`src/rtl/conv3x3_engine_pkg.sv`:
```
// conv3x3_engine_pkg
// Shared definitions for the 3x3 convolution path: FSM states, kernel
// addressing constants, accumulator width helper and a ReLU/saturation
// helper that later layers can reuse.
package conv3x3_engine_pkg;

  typedef enum logic [1:0] {IDLE, RUN, DRAIN} state_t;

  localparam int         KTAPS       = 9;
  localparam logic [3:0] K_ADDR_BIAS = 4'd9;

  // Nine (2*dw+1)-bit products plus a bias need 2*dw+5 bits to never overflow
  function automatic int acc_width(input int dw);
    return 2 * dw + 5;
  endfunction

  // ReLU followed by an unsigned clamp to [0, 2^dw-1]. Takes a wide signed
  // value so any accumulator width up to 64 bits can use it.
  function automatic logic [31:0] sat_relu(input logic signed [63:0] v, input int dw);
    logic signed [63:0] max_val;
    max_val = (64'sd1 <<< dw) - 64'sd1;
    if (v < 64'sd0) return 32'd0;
    if (v > max_val) return max_val[31:0];
    return v[31:0];
  endfunction

endpackage

```
`src/rtl/conv3x3_engine_if.sv`:
```
// conv3x3_engine_if
// Bundles the window-tap stream, the kernel register-write port and the
// result/status outputs of the convolution engine.
//   master : drives pix_valid, sof, w11..w33, k_we, k_addr, k_data
//   slave  : drives conv_out, conv_valid, frame_done, frame_err, k_err
interface conv3x3_engine_if #(parameter int DATA_WIDTH = 8);

  logic                  pix_valid;
  logic                  sof;
  logic [DATA_WIDTH-1:0] w11, w12, w13, w21, w22, w23, w31, w32, w33;
  logic                  k_we;
  logic [3:0]            k_addr;
  logic [DATA_WIDTH-1:0] k_data;
  logic [DATA_WIDTH-1:0] conv_out;
  logic                  conv_valid;
  logic                  frame_done;
  logic                  frame_err;
  logic                  k_err;

  modport master (
    output pix_valid, sof, w11, w12, w13, w21, w22, w23, w31, w32, w33,
    output k_we, k_addr, k_data,
    input  conv_out, conv_valid, frame_done, frame_err, k_err
  );

  modport slave (
    input  pix_valid, sof, w11, w12, w13, w21, w22, w23, w31, w32, w33,
    input  k_we, k_addr, k_data,
    output conv_out, conv_valid, frame_done, frame_err, k_err
  );

endinterface

```
`src/rtl/conv3x3_engine_mac.sv`:
```
// conv3x3_mac
// Four-stage signed 3x3 multiply-accumulate datapath with bias, shift,
// ReLU and unsigned saturation. No stall; flush drops everything in flight.
//   clk, rst_n        : clock, async active-low reset
//   flush             : clear all stage valid bits this edge
//   in_valid          : taps hold a valid window this cycle
//   taps[0..8]        : unsigned pixels, row-major (0 = w11)
//   weights[0..8]     : signed weights, row-major
//   bias              : signed bias
//   conv_out          : saturated result, holds when conv_valid is low
//   conv_valid        : conv_out updated this cycle
module conv3x3_mac
  import conv3x3_engine_pkg::*;
#(
  parameter int DATA_WIDTH = 8,
  parameter int SHIFT      = 0,
  parameter int ACC_W      = acc_width(DATA_WIDTH)
) (
  input  logic                             clk,
  input  logic                             rst_n,
  input  logic                             flush,
  input  logic                             in_valid,
  input  logic [KTAPS-1:0][DATA_WIDTH-1:0] taps,
  input  logic [KTAPS-1:0][DATA_WIDTH-1:0] weights,
  input  logic [DATA_WIDTH-1:0]            bias,
  output logic [DATA_WIDTH-1:0]            conv_out,
  output logic                             conv_valid
);

  localparam int PW = 2 * DATA_WIDTH + 1;

  logic signed [PW-1:0]    prod    [KTAPS];
  logic signed [ACC_W-1:0] row_sum [3];
  logic signed [ACC_W-1:0] acc;
  logic signed [ACC_W-1:0] shifted;
  logic [2:0]              vld;

  assign shifted = acc >>> SHIFT;

  // Stages 1-3: products (pixel zero-extended so it stays non-negative),
  // per-row partial sums, then the total with the sign-extended bias.
  always_ff @(posedge clk or negedge rst_n) begin
    if (!rst_n) begin
      for (int i = 0; i < KTAPS; i++) prod[i] <= '0;
      for (int r = 0; r < 3; r++) row_sum[r] <= '0;
      acc <= '0;
    end else begin
      for (int i = 0; i < KTAPS; i++)
        prod[i] <= PW'($signed({1'b0, taps[i]})) * PW'($signed(weights[i]));
      for (int r = 0; r < 3; r++)
        row_sum[r] <= ACC_W'(prod[3*r]) + ACC_W'(prod[3*r+1]) + ACC_W'(prod[3*r+2]);
      acc <= row_sum[0] + row_sum[1] + row_sum[2] + ACC_W'($signed(bias));
    end
  end

  // Stage valid bits travel alongside the data; flush kills a half-done frame
  always_ff @(posedge clk or negedge rst_n) begin
    if (!rst_n) begin
      vld        <= '0;
      conv_valid <= 1'b0;
    end else if (flush) begin
      vld        <= '0;
      conv_valid <= 1'b0;
    end else begin
      vld        <= {vld[1:0], in_valid};
      conv_valid <= vld[2];
    end
  end

  // Stage 4: only a valid accumulator updates the output, so it holds otherwise
  always_ff @(posedge clk or negedge rst_n) begin
    if (!rst_n)
      conv_out <= '0;
    else if (vld[2] && !flush)
      conv_out <= DATA_WIDTH'(sat_relu(64'(shifted), DATA_WIDTH));
  end

endmodule

```
`src/rtl/conv3x3_engine.sv`:
```
// conv3x3_engine
// Frame-level control for the 3x3 convolution: tags incoming pixels with
// row/column, aligns the tags with the window taps, decides which windows
// are fully inside the image, owns the kernel registers and feeds the MAC.
//   clk, rst_n : clock, async active-low reset
//   bus        : conv3x3_engine_if slave (taps, kernel port, results)
module conv3x3_engine
  import conv3x3_engine_pkg::*;
#(
  parameter int DATA_WIDTH = 8,
  parameter int IMG_W      = 8,
  parameter int IMG_H      = 8,
  parameter int WIN_LAT    = 1,
  parameter int SHIFT      = 0,
  parameter int ACC_W      = acc_width(DATA_WIDTH)
) (
  input logic              clk,
  input logic              rst_n,
  conv3x3_engine_if.slave  bus
);

  localparam int CW     = (IMG_W > 2) ? $clog2(IMG_W) : 2;
  localparam int RW     = (IMG_H > 2) ? $clog2(IMG_H) : 2;
  localparam int DCW    = $clog2(WIN_LAT + 5);
  localparam logic [CW-1:0]  COL_LAST   = CW'(IMG_W - 1);
  localparam logic [RW-1:0]  ROW_LAST   = RW'(IMG_H - 1);
  localparam logic [DCW-1:0] DRAIN_LAST = DCW'(WIN_LAT + 3);

  state_t                           state;
  logic [RW-1:0]                    row_cnt, cur_row;
  logic [CW-1:0]                    col_cnt, cur_col;
  logic [DCW-1:0]                   drain_cnt;
  logic                             tag_vld [WIN_LAT];
  logic [RW-1:0]                    tag_row [WIN_LAT];
  logic [CW-1:0]                    tag_col [WIN_LAT];
  logic [KTAPS-1:0][DATA_WIDTH-1:0] kern;
  logic [DATA_WIDTH-1:0]            bias;
  logic [KTAPS-1:0][DATA_WIDTH-1:0] taps;
  logic                             accept, abort, win_valid;
  logic                             done_pulse, err_pulse, kerr_pulse;

  assign taps = {bus.w33, bus.w32, bus.w31, bus.w23, bus.w22, bus.w21,
                 bus.w13, bus.w12, bus.w11};

  // Decide whether this cycle's pixel belongs to a frame and what tag it
  // gets; in RUN anything but a plain pixel (gap or stray sof) aborts.
  always_comb begin
    accept  = 1'b0;
    abort   = 1'b0;
    cur_row = row_cnt;
    cur_col = col_cnt;
    case (state)
      IDLE: begin
        accept  = bus.pix_valid && bus.sof;
        cur_row = '0;
        cur_col = '0;
      end
      RUN: begin
        accept = bus.pix_valid && !bus.sof;
        abort  = !accept;
      end
      default: ;
    endcase
  end

  // Tag delay line matches the window buffer latency so the tag lines up
  // with the pixel currently at w33.
  always_ff @(posedge clk or negedge rst_n) begin
    if (!rst_n) begin
      for (int i = 0; i < WIN_LAT; i++) begin
        tag_vld[i] <= 1'b0;
        tag_row[i] <= '0;
        tag_col[i] <= '0;
      end
    end else begin
      tag_vld[0] <= accept;
      tag_row[0] <= cur_row;
      tag_col[0] <= cur_col;
      for (int i = 1; i < WIN_LAT; i++) begin
        tag_vld[i] <= tag_vld[i-1];
        tag_row[i] <= tag_row[i-1];
        tag_col[i] <= tag_col[i-1];
      end
      if (abort)
        for (int i = 0; i < WIN_LAT; i++) tag_vld[i] <= 1'b0;
    end
  end

  assign win_valid = tag_vld[WIN_LAT-1] && (tag_row[WIN_LAT-1] >= RW'(2)) &&
                     (tag_col[WIN_LAT-1] >= CW'(2));

  // Frame FSM, raster counters, kernel registers and status pulses.
  // Counters hold the position of the next expected pixel.
  always_ff @(posedge clk or negedge rst_n) begin
    if (!rst_n) begin
      state      <= IDLE;
      row_cnt    <= '0;
      col_cnt    <= '0;
      drain_cnt  <= '0;
      kern       <= '0;
      bias       <= '0;
      done_pulse <= 1'b0;
      err_pulse  <= 1'b0;
      kerr_pulse <= 1'b0;
    end else begin
      done_pulse <= 1'b0;
      err_pulse  <= 1'b0;
      kerr_pulse <= 1'b0;
      if (bus.k_we) begin
        if (state == IDLE && bus.k_addr <= K_ADDR_BIAS) begin
          if (bus.k_addr == K_ADDR_BIAS) bias <= bus.k_data;
          else                           kern[bus.k_addr] <= bus.k_data;
        end else begin
          kerr_pulse <= 1'b1;
        end
      end
      case (state)
        IDLE: begin
          if (accept) begin
            state   <= RUN;
            row_cnt <= '0;
            col_cnt <= CW'(1);
          end
        end
        RUN: begin
          if (abort) begin
            err_pulse <= 1'b1;
            row_cnt   <= '0;
            col_cnt   <= '0;
            state     <= IDLE;
          end else if (cur_row == ROW_LAST && cur_col == COL_LAST) begin
            state     <= DRAIN;
            drain_cnt <= '0;
            row_cnt   <= '0;
            col_cnt   <= '0;
          end else if (col_cnt == COL_LAST) begin
            col_cnt <= '0;
            row_cnt <= row_cnt + RW'(1);
          end else begin
            col_cnt <= col_cnt + CW'(1);
          end
        end
        DRAIN: begin
          // Last drain cycle is the one carrying the final conv_valid
          if (drain_cnt == DRAIN_LAST) begin
            done_pulse <= 1'b1;
            state      <= IDLE;
          end else begin
            drain_cnt <= drain_cnt + DCW'(1);
          end
        end
        default: state <= IDLE;
      endcase
    end
  end

  assign bus.frame_done = done_pulse;
  assign bus.frame_err  = err_pulse;
  assign bus.k_err      = kerr_pulse;

  conv3x3_mac #(
    .DATA_WIDTH (DATA_WIDTH),
    .SHIFT      (SHIFT),
    .ACC_W      (ACC_W)
  ) u_mac (
    .clk        (clk),
    .rst_n      (rst_n),
    .flush      (abort),
    .in_valid   (win_valid),
    .taps       (taps),
    .weights    (kern),
    .bias       (bias),
    .conv_out   (bus.conv_out),
    .conv_valid (bus.conv_valid)
  );

endmodule

```
`src/flat_wrapper.sv`:
```
// flat-port wrapper written by rule: the top's interface ports become plain ports
module conv3x3_engine_flat import conv3x3_engine_pkg::*;
#(
  parameter int DATA_WIDTH = 8,
  parameter int IMG_W      = 8,
  parameter int IMG_H      = 8,
  parameter int WIN_LAT    = 1,
  parameter int SHIFT      = 0,
  parameter int ACC_W      = acc_width(DATA_WIDTH)
)
  (clk, rst_n, bus_pix_valid, bus_sof, bus_w11, bus_w12, bus_w13, bus_w21, bus_w22, bus_w23, bus_w31, bus_w32, bus_w33, bus_k_we, bus_k_addr, bus_k_data, bus_conv_out, bus_conv_valid, bus_frame_done, bus_frame_err, bus_k_err);
  conv3x3_engine_if #(.DATA_WIDTH(DATA_WIDTH)) bus_i ();
  input logic clk;
  input logic rst_n;
  input wire logic [$bits(bus_i.pix_valid)-1:0] bus_pix_valid;
  input wire logic [$bits(bus_i.sof)-1:0] bus_sof;
  input wire logic [$bits(bus_i.w11)-1:0] bus_w11;
  input wire logic [$bits(bus_i.w12)-1:0] bus_w12;
  input wire logic [$bits(bus_i.w13)-1:0] bus_w13;
  input wire logic [$bits(bus_i.w21)-1:0] bus_w21;
  input wire logic [$bits(bus_i.w22)-1:0] bus_w22;
  input wire logic [$bits(bus_i.w23)-1:0] bus_w23;
  input wire logic [$bits(bus_i.w31)-1:0] bus_w31;
  input wire logic [$bits(bus_i.w32)-1:0] bus_w32;
  input wire logic [$bits(bus_i.w33)-1:0] bus_w33;
  input wire logic [$bits(bus_i.k_we)-1:0] bus_k_we;
  input wire logic [$bits(bus_i.k_addr)-1:0] bus_k_addr;
  input wire logic [$bits(bus_i.k_data)-1:0] bus_k_data;
  output wire logic [$bits(bus_i.conv_out)-1:0] bus_conv_out;
  output wire logic [$bits(bus_i.conv_valid)-1:0] bus_conv_valid;
  output wire logic [$bits(bus_i.frame_done)-1:0] bus_frame_done;
  output wire logic [$bits(bus_i.frame_err)-1:0] bus_frame_err;
  output wire logic [$bits(bus_i.k_err)-1:0] bus_k_err;
  assign bus_i.pix_valid = bus_pix_valid;
  assign bus_i.sof = bus_sof;
  assign bus_i.w11 = bus_w11;
  assign bus_i.w12 = bus_w12;
  assign bus_i.w13 = bus_w13;
  assign bus_i.w21 = bus_w21;
  assign bus_i.w22 = bus_w22;
  assign bus_i.w23 = bus_w23;
  assign bus_i.w31 = bus_w31;
  assign bus_i.w32 = bus_w32;
  assign bus_i.w33 = bus_w33;
  assign bus_i.k_we = bus_k_we;
  assign bus_i.k_addr = bus_k_addr;
  assign bus_i.k_data = bus_k_data;
  assign bus_conv_out = bus_i.conv_out;
  assign bus_conv_valid = bus_i.conv_valid;
  assign bus_frame_done = bus_i.frame_done;
  assign bus_frame_err = bus_i.frame_err;
  assign bus_k_err = bus_i.k_err;
  conv3x3_engine #(.DATA_WIDTH(DATA_WIDTH), .IMG_W(IMG_W), .IMG_H(IMG_H), .WIN_LAT(WIN_LAT), .SHIFT(SHIFT), .ACC_W(ACC_W)) u_core (.clk(clk), .rst_n(rst_n), .bus(bus_i));
endmodule
```
`config.mk`:
```
export PLATFORM = sky130hd
export DESIGN_NAME = conv3x3_engine_flat
export DESIGN_NICKNAME = d
export VERILOG_FILES = /design/src/rtl/conv3x3_engine_pkg.sv /design/src/rtl/conv3x3_engine_if.sv /design/src/rtl/conv3x3_engine_mac.sv /design/src/rtl/conv3x3_engine.sv /design/src/flat_wrapper.sv
export SDC_FILE = /design/constraint.sdc
export NUM_CORES = 2
export LEC_CHECK = 0
export ABC_AREA = 0
export ABC_CLOCK_PERIOD_IN_PS = 8500
export CORE_ASPECT_RATIO = 1.1
export CORE_MARGIN = 3
export CORE_UTILIZATION = 30
export DETAILED_ROUTE_END_ITERATION = 8
export PLACE_DENSITY_LB_ADDON = 0.3
export SETUP_SLACK_MARGIN = 0.05
export SYNTH_ARGS = -nofsm -noshare
export SYNTH_HDL_FRONTEND = slang
export SYNTH_SLANG_ARGS = --single-unit
```
`constraint.sdc`:
```
create_clock -name clk -period 8.5 [get_ports clk]
set_clock_uncertainty 0.2 [all_clocks]
set_input_delay 2.125 -clock clk [delete_from_list [all_inputs] [get_ports clk]]
set_output_delay 2.125 -clock clk [all_outputs]
set_load 0.005 [all_outputs]
```
==> summary.md <==
| Metric | Value |
|---|---|
| Status | complete, no violations |
| Final ANT Viol Nets | 0 |
| Yosys synthesis warning count | 0 |
| Slowest CP cell | clkdlybuf4s50_1 |
| Syn Nets | 4402 |
| Starting DRC count in detailed routing | 982 |
| Share of layout cells above drive strength 1 | 5.928% |
| Crit path launch type | input port |
| Core region area | 116200 um2 |
| RD Place Congestion | 0.8273 |
| Max_slew headroom | about 40% |
| Post-CTS Setup Inserts | 0 |
| Yosys cell types | 78 |
| RSZ-0062 raised after global routing | false |
| Fin crit share | 74.50% |
| Max clock buf depth | 3 |
| Drt pass-1 iters | 5 |
| Final max-slew violation count | 0 |
| Kind of critical path | in2reg |
| Hold_sp | u_core.u_mac.vld[0] |
| R2r startpoint | u_core.kern[71] |
| Start point of the critical path | bus_w32[5] |
| Most frequent cell after synthesis | inv_1 |
| First-pass GRT wire length | between 100 and 150 mm |
| Initial antenna violation count | 8 |
| Sequential cell area | approximately 8600 um2 |
| Routed length per instance | 16.13 um |
| Setup Viol. Count Final | 0 |
| CTS H-Tree Depth | 2 |
| Tightest Pin Transition | ~0.9 ns |
| Max_cap viols | 0 |
| Post-route minimum period | 6.332 ns |
| WP data required | 8.81 ns |
| Area taken by multi-input logic gates | 24240 um2 |
| All-Layer GR Usage | approximately 14% |
| CTS tree | yes |
| DP Wirelength | 65.78 mm |
| Worst-path clk slew | 0.06 ns |
| Top_reg_cell synth | dfrtp_1 |
| Hold slack | 0.2649 ns |
| Hold Path Class | reg2reg |
| Top post-synthesis cells by count | inv_1 (616), ha_1 (463), fa_1 (426), and2_1 (379), dfrtp_1 (342) |
| Global route total overflow | 0 |
| # rows | between 100 and 150 |
| Worst setup EP type | flip-flop |
| Hold buffer count at cts | 0 |
| Synth top area share | 24.30% |
| Pin count of the biggest net entering global routing | approximately 130 |
| Ys async rst share | between 90% and 100% |
| Max FO, Critical Path | 8 |
| Drt via density | between 4 and 5 |
| Die ar. | 121600 um2 |
| Vias after detailed routing | 23400 |
| Cell Area, Synth | 35220 um2 |
| Die X | 332.7 um |
| Initial core utilization | 30.31% |
| Final hold vios | 0 |
| Layout area overhead | 12.77% |
| Later-pin clock latency in the skew report | 0.59 ns |
| Syn Inst Count | 3424 |
| DRC | 0 |
| I/O pin count | 101 |
| TritonCTS Buffers | 45 |
| Vias in the first global route | roughly 25000 |
| Fin util | 34.18% |
| FF+latch count, synth | 342 |
| CP max stage delay | 0.57 ns |
| Synth top area cells | dfrtp_1 (24%), fa_1 (24%), ha_1 (16%), and2_1 (6.7%), inv_1 (6.6%) |
| Syn avg cell area | just over 10 um2 |
| Seq/Total Area, Yosys | 24.30% |
| Chip height | 365.4 um |
| IO buf count | 100 |
| Cell chain of the critical path | clkdlybuf4s50_1 > and2_1 > fa_1 > inv_1 > fa_1 > inv_1 > fa_1 > inv_1 > fa_1 > inv_1 > ha_1 > o21a_1 > o31ai_1 > a21oi_1 > a221oi_1 > xnor2_1 |
| Number of synthesized flops with an enable pin | 0 |
| Clock Tree Root | clkbuf_16 |
| Nets | 4536 |
| Routed WL | about 83 mm |
| Fillers | 11820 |
| Cell taking the most area after synthesis | dfrtp_1 |
| Clk sinks | 342 |
| Setup TNS | 0 ns |
| CTS resizes | 0 |
| CP arrival | 6.64 ns |
| F_max | ~160 MHz |
registers in the layout (all words and copies together) (netlist names):
signal                   count
u_core.kern                 72
u_core.u_mac.prod          153
u_core.u_mac.conv_valid      1
u_core.bias                  8
u_core.bus.frame_err         1
u_core.tag_col               2
u_core.row_cnt               3
u_core.col_cnt               3
u_core.u_mac.vld             3
u_core.tag_row               2
u_core.bus.k_err             1
u_core.u_mac.row_sum        57
u_core.state                 2
u_core.drain_cnt             3
u_core.bus.frame_done        1
u_core.u_mac.acc            21
u_core.tag_vld               1
u_core.u_mac.conv_out        8
cells by family after synthesis:
family                     share of synthesized area, %
xor gates and xnor gates                          3.854
adders and majority gates                         40.66
AOI/OAI and AO/OA                                 7.482
and+or+nand+nor                                   14.16
buffers and inverters                             6.871
DFF                                               24.30
muxes                                             2.668
critical path, delay by kind of cell:
| family | cells | cell delay [ns] |
|---|---|---|
| xor+xnor | 1 | 0.16 |
| fa+ha+maj | 5 | 2.34 |
| buf+inv | 5 | 0.77 |
| compound gates | 4 | 1.00 |
| simple gates | 1 | 0.26 |
through the flow:
stage / setup slack (ns) / std cells / instance area, um2
final: 2.168 / 5126 / 39720
after global routing: 1.995 / 5122 / 39710
after CTS: 2.189 / 5122 / 39710
after detailed placement: 1.629 / 5040 / 38140
after global placement: 1.625 / 5040 / 38140
after floorplan: 2.514 / 3424 / 35220
layer usage:
layer	vias up	global-route usage (%)	wire length (um)
met3	80	1.830	2920
met4	2	2.691	1381
met5	-	0	19
met2	312	24.08	39680
met1	11740	19.14	38660
li1	11270	-	-
cell usage in the layout, fill, tap and decap left out, types with 9 or more instances in the layout:
cell type,synthesis,routed
clkdlybuf4s50_1,0,99
clkbuf_16,0,45
nand2_1,197,197
nand2b_1,42,42
mux2_2,79,79
buf_4,2,9
o41ai_2,10,10
a31oi_1,10,10
nor2_1,154,154
dfrtp_1,342,342
xnor2_1,114,114
inv_1,616,616
clkbuf_8,0,9
nand4_1,25,25
o21ai_0,77,77
ha_1,463,463
a21oi_1,92,92
xor2_1,41,41
a211oi_1,13,13
nor3_1,31,31
o21bai_1,20,20
a21o_1,52,52
and2_1,379,379
nand3_1,22,22
nor2b_1,37,37
o31ai_1,13,13
fa_1,426,426
o21a_1,19,19
final timing paths:
| check | slack [ns] | end | cells past startpoint |
|---|---|---|---|
| min in group asynchronous | 1.33 | u_core.bus.frame_done | 1 |
| setup / recovery | 2.17 | u_core.u_mac.prod[33] | 16 |
| setup reg to reg | 3.70 | u_core.u_mac.prod[13] | 14 |
| max in group asynchronous | 5.59 | u_core.kern[15] | 2 |
| hold / removal | 0.26 | u_core.u_mac.vld[1] | 1 |
| hold reg to reg | 0.26 | u_core.u_mac.vld[1] | 1 |
cell type report:
cell class                 count  share of cell area, %
antenna                        4                0.02520
clock buffer                  58                  3.185
clock inverter                24                 0.7686
inverter                     616                  5.821
multi-input combinational   2442                  61.03
sequential                   342                  21.55
tap                         1529                  4.816
timing repair buffer         111                  2.804
Power is not shown: default switching activity piles up to over one toggle a cycle in this logic, so the estimate is an artifact.
